## config.mk

```make
export PLATFORM = sky130hd
export DESIGN_NAME = dram_port_arbiter
export DESIGN_NICKNAME = d
export VERILOG_FILES = /design/src/rtl/dram_port_arbiter.sv
export SDC_FILE = /design/constraint.sdc
export NUM_CORES = 1
export LEC_CHECK = 0
export BUFFER_PORTS_ARGS = -buffer_cell sky130_fd_sc_hd__buf_2
export CORE_AREA = 2 2 186 188
export DETAILED_ROUTE_END_ITERATION = 8
export DIE_AREA = 0 0 188 190
export HOLD_SLACK_MARGIN = 0.02
export SLEW_MARGIN = 15
export SYNTH_ARGS = -nofsm -noshare
export SYNTH_HDL_FRONTEND = slang
export SYNTH_SLANG_ARGS = --single-unit
```

## constraint.sdc

```tcl
create_clock -name clk_i -period 4.9 [get_ports clk_i]
set_input_delay 0.735 -clock clk_i [delete_from_list [all_inputs] [get_ports clk_i]]
set_output_delay 0.735 -clock clk_i [all_outputs]
set_load 0.05 [all_outputs]
```

## src/rtl/dram_port_arbiter.sv

```systemverilog
// Two-port round-robin arbiter in front of a single-access DRAM controller.
// Define ARB_PORT0_PRIORITY_EN to give port 0 fixed priority on ties.
`timescale 1ns/1ps
module dram_port_arbiter #(
   parameter int ADDR_W  = 27,
   parameter int DATA_W  = 64,
   parameter int TMO_CYC = 8
) (
   input  logic              clk_i,
   input  logic              rst_ni,
   input  logic              req0_valid,
   input  logic              req0_we,
   input  logic [ADDR_W-1:0] req0_addr,
   input  logic [DATA_W-1:0] req0_wdata,
   output logic              req0_ready,
   output logic              rsp0_valid,
   output logic [DATA_W-1:0] rsp0_rdata,
   output logic              rsp0_err,
   input  logic              req1_valid,
   input  logic              req1_we,
   input  logic [ADDR_W-1:0] req1_addr,
   input  logic [DATA_W-1:0] req1_wdata,
   output logic              req1_ready,
   output logic              rsp1_valid,
   output logic [DATA_W-1:0] rsp1_rdata,
   output logic              rsp1_err,
   output logic              ctl_read,
   output logic              ctl_write,
   output logic [ADDR_W-1:0] ctl_address,
   output logic [DATA_W-1:0] ctl_write_data,
   input  logic [DATA_W-1:0] ctl_read_data,
   input  logic              ctl_busy
);

   localparam int CNT_W = $clog2(TMO_CYC + 1);

   typedef enum logic [2:0] {
      S_IDLE,
      S_ISSUE,
      S_WAIT_BUSY,
      S_WAIT_DONE,
      S_CAPTURE,
      S_RESPOND
   } state_t;

   state_t            r_state;
   state_t            w_next;
   logic              r_we;
   logic              r_err;
   logic              r_win;
   logic [ADDR_W-1:0] r_addr;
   logic [DATA_W-1:0] r_wdata;
   logic [DATA_W-1:0] r_rdata0;
   logic [DATA_W-1:0] r_rdata1;
   logic [CNT_W-1:0]  r_cnt;
   logic              w_grant;
   logic              w_pick;
   logic              w_tmo;

`ifdef ARB_PORT0_PRIORITY_EN
   assign w_pick = ~req0_valid;
`else
   logic r_last;

   // On a tie the port not served last wins
   assign w_pick = (req0_valid & req1_valid) ? ~r_last : ~req0_valid;

   always_ff @(posedge clk_i or negedge rst_ni) begin
      if (!rst_ni) begin
         r_last <= 1'b1;
      end else if (w_grant) begin
         r_last <= w_pick;
      end
   end
`endif

   // Reset gates the grant so ready stays low while held in reset
   assign w_grant = rst_ni & (r_state == S_IDLE) & ~ctl_busy
                  & (req0_valid | req1_valid);
   assign w_tmo   = (r_cnt == CNT_W'(TMO_CYC));

   assign ctl_address    = r_addr;
   assign ctl_write_data = r_wdata;
   assign rsp0_rdata     = r_rdata0;
   assign rsp1_rdata     = r_rdata1;

   always_ff @(posedge clk_i or negedge rst_ni) begin
      if (!rst_ni) begin
         r_state <= S_IDLE;
      end else begin
         r_state <= w_next;
      end
   end

   always_comb begin
      w_next = r_state;
      unique case (r_state)
         S_IDLE: begin
            if (w_grant) w_next = S_ISSUE;
         end
         S_ISSUE: begin
            w_next = S_WAIT_BUSY;
         end
         S_WAIT_BUSY: begin
            if (ctl_busy) w_next = S_WAIT_DONE;
            else if (w_tmo) w_next = S_RESPOND;
         end
         S_WAIT_DONE: begin
            if (!ctl_busy) w_next = S_CAPTURE;
         end
         S_CAPTURE: begin
            w_next = S_RESPOND;
         end
         S_RESPOND: begin
            w_next = S_IDLE;
         end
         default: begin
            w_next = S_IDLE;
         end
      endcase
   end

   always_comb begin
      req0_ready = 1'b0;
      req1_ready = 1'b0;
      ctl_read   = 1'b0;
      ctl_write  = 1'b0;
      rsp0_valid = 1'b0;
      rsp1_valid = 1'b0;
      rsp0_err   = 1'b0;
      rsp1_err   = 1'b0;
      req0_ready = w_grant & ~w_pick;
      req1_ready = w_grant & w_pick;
      if (r_state == S_ISSUE) begin
         ctl_read  = ~r_we;
         ctl_write = r_we;
      end
      if (r_state == S_RESPOND) begin
         rsp0_valid = ~r_win;
         rsp1_valid = r_win;
         rsp0_err   = ~r_win & r_err;
         rsp1_err   = r_win & r_err;
      end
   end

   always_ff @(posedge clk_i or negedge rst_ni) begin
      if (!rst_ni) begin
         r_we     <= 1'b0;
         r_err    <= 1'b0;
         r_win    <= 1'b0;
         r_addr   <= '0;
         r_wdata  <= '0;
         r_rdata0 <= '0;
         r_rdata1 <= '0;
         r_cnt    <= '0;
      end else begin
         if (w_grant) begin
            r_win   <= w_pick;
            r_err   <= 1'b0;
            r_we    <= w_pick ? req1_we : req0_we;
            r_addr  <= w_pick ? req1_addr : req0_addr;
            r_wdata <= w_pick ? req1_wdata : req0_wdata;
         end
         // Saturating count of idle cycles while waiting for busy
         if (r_state == S_ISSUE) begin
            r_cnt <= '0;
         end else if (r_state == S_WAIT_BUSY && !w_tmo) begin
            r_cnt <= r_cnt + CNT_W'(1);
         end
         if (r_state == S_WAIT_BUSY && !ctl_busy && w_tmo) begin
            r_err <= 1'b1;
         end
         if (r_state == S_CAPTURE && !r_we) begin
            if (r_win) r_rdata1 <= ctl_read_data;
            else r_rdata0 <= ctl_read_data;
         end
      end
   end

endmodule

```

==> impl_metrics.ini <==
[yosys]
postSynthCellCount = 886
synthTopCellsByCount = dfrtp_1, a31oi_1, o21ai_0
yosys_warnings = 0
synth-edff-count = 0
yosysSeqAreaShare_pct = 54.4
postSynth.asyncResetShare_pct = 100
synth_area_sq_um = 10600
ys_top_cells_by_area = dfrtp_1, a31oi_1, mux2_4
yosys_most_used_dff = dfrtp_1
synth_top_area_cell = dfrtp_1
syn_nets = 1141
yosysMostFrequentCell = dfrtp_1
synth-seq-cells = 230
avgSynthCellArea_sq_um = 11.9
synth.distinct_cells = 40
yosysTopAreaCellShare_pct = 54.2

[route]
wl_um = 34000
dr.pass1.iters = 7
wl_per_cell_um = 19.0
detail-route-antenna-nets = 0
routed_via_density = 5.13
drt_iter0_drc = 433
drc = 0
dr_total_vias = 9158

[clock_network]
clock_path_buffers = 3
ctsResizeCount = 0
htree_levels = 1
clk_pin_slew_ps = 60
cts_tree = done
post_cts_buffers = 0
cts_buffers = 26
clock_latency_ps = 530
cts_root_buffer = clkbuf_16
holdBufCountCts = 0
clock_sinks = 230

[worst_setup_path]
worstPathRequired_ps = 4160
critical_path_class = flop to primary output
cp-startpoint = r_state[2]
path_max_fanout = 18
cp-start-kind = flop
cp.arrival_ps = 2240
rr_startpoint = r_state[1]
worst_setup_path_end_kind = primary output

[grt]
grt_pass1_vias = 9177
grt.overflow.total = 0
grt_usage_pct = 18.1
grt_pass1_wl_um = 52300
antenna_found_initial = 3
grt_max_degree = 149

[sta]
hold_viol_final = 0
tightest_slew_ps = 1060
whs_ps = 169
setup-violations-final = 0
period_needed_ps = 2980
fmax_mhz = 336
grt_setup_unrepaired = no
fin_skew_ps = 15.0
fin_crit_sh_pct = 60.8
setup_tns_ps = 0
relSlewSlack_pct = 29.3
maxSlewViolCount = 0

[min_path]
hold_class = input port to async pin

[floorplan]
ios = 480
fp.dieArea_sq_um = 35700
core_area_sq_um = 33900
die_x_um = 188
chipHeight_um = 190
placementRows = 68
start_util_pct = 31.2

[final_layout]
syn_to_final_growth_pct = 34.3
drive_gt1_share_pct = 50.5
final_nets = 1563
final_cells = 1786
fin_util_pct = 41.8
nFillCells = 3276

[power_and_ir_drop]
totalPowerFinal_w = 0.0119
p_per_area_nw_per_um2 = 838
p_leak_nw = 6.67
peakVddDrop_mv = 0.505

[placement]
gp_congestion = 0.764
dp.cells = 1734
hpwl_um = 23000
io_buffer_count = 479

[outcome]
outcome = completed

[job]
max-cap-violations = 0
[power breakdown]
group | internal [W] | switching, W | total [W] | leakage (nW)
clock | 0.00132 | 0.000786 | 0.00211 | 0.460
sequential | 0.00286 | 0.000570 | 0.00343 | 2.70
combinational | 0.00170 | 0.00467 | 0.00637 | 3.51
total | 0.00588 | 0.00602 | 0.0119 | 6.67
[worst max-delay path, stage by stage, from the launching register on]
cell     delay (ps)
dfrtp_1         550
nor3_2          240
buf_4           270
and3_2          220
and2_1          150
buf_2           270
[logic make-up after synthesis]
family / share of synthesized area, %
AO/OA/AOI/OAI: 16.4
flip-flops: 54.4
multiplexers: 16.0
AND/OR/NAND/NOR: 8.65
buffers and inverters: 4.33
adder cells (fa/ha/maj): 0.237
[stage by stage]
step / setup WS [ps] / area, sq um
2_1_floorplan: 1860 / 10600
3_3_place_gp: 1750 / 13200
3_5_place_dp: 1710 / 13200
4_1_cts: 1870 / 14200
5_1_grt: 1800 / 14200
6_report: 1920 / 14200
[final cells by class]
class                      count  area (sq um)  area share, %
antenna                        3          7.51         0.0528
clock buffer                  41           798           5.62
clock inverter                 7           135          0.951
inverter                       5          18.8          0.132
multi-input combinational    552          4390           30.9
sequential                   230          5760           40.5
tap                          455           569           4.01
timing repair buffer         493          2530           17.8
[path summary, 6_finish.rpt]
| kind | end | slack (ps) | depth (start not counted) |
|---|---|---|---|
| setup / recovery | req1_ready | 1920 | 5 |
| hold / removal | rsp1_rdata[27] | 170 | 1 |
| setup reg to reg | rsp1_rdata[1] | 2240 | 4 |
| hold reg to reg | rsp0_rdata[44] | 490 | 1 |
| max in group asynchronous | ctl_write_data[59] | 3020 | 3 |
| min in group clk_i | rsp0_rdata[45] | 450 | 2 |
[registers in the layout (all words and copies together) (netlist names)]
signal / cells
r_we: 1
r_cnt: 4
r_last: 1
rsp1_rdata: 64
r_state: 3
ctl_write_data: 64
ctl_address: 27
r_err: 1
rsp0_rdata: 64
r_win: 1
[placed cells by master (no fill, tap or decap), types with 2 or more instances in the layout]
cell type and instances:
a31oi_1 184, buf_2 478, nand3b_1 93, mux2_2 66
clkbuf_8 7, clkinv_2 3, nand3_1 4, clkbuf_16 27
o211ai_1 4, diode_2 3, clkbuf_1 7, nor2_1 4
dfrtp_1 229, bufinv_16 4, a21oi_1 3, ha_1 2
nor2b_1 2, nor2b_4 2, nand2b_1 3, mux2_4 60
o21ai_0 96, buf_4 13, inv_1 4, nor4_1 2
mux2_1 4, nand2_1 2, and2_1 3
[routing by layer]
metal	part of all wire [%]	GRT usage (%)	routed length (um)	up-vias
met5	0	0	0	-
met4	2.4	5.39	825	0
met3	7.8	4.35	2640	60
met2	49	30.3	16500	407
met1	41	23.1	14000	4483
li1	-	-	-	4208
(Power assumes the default switching activity.)
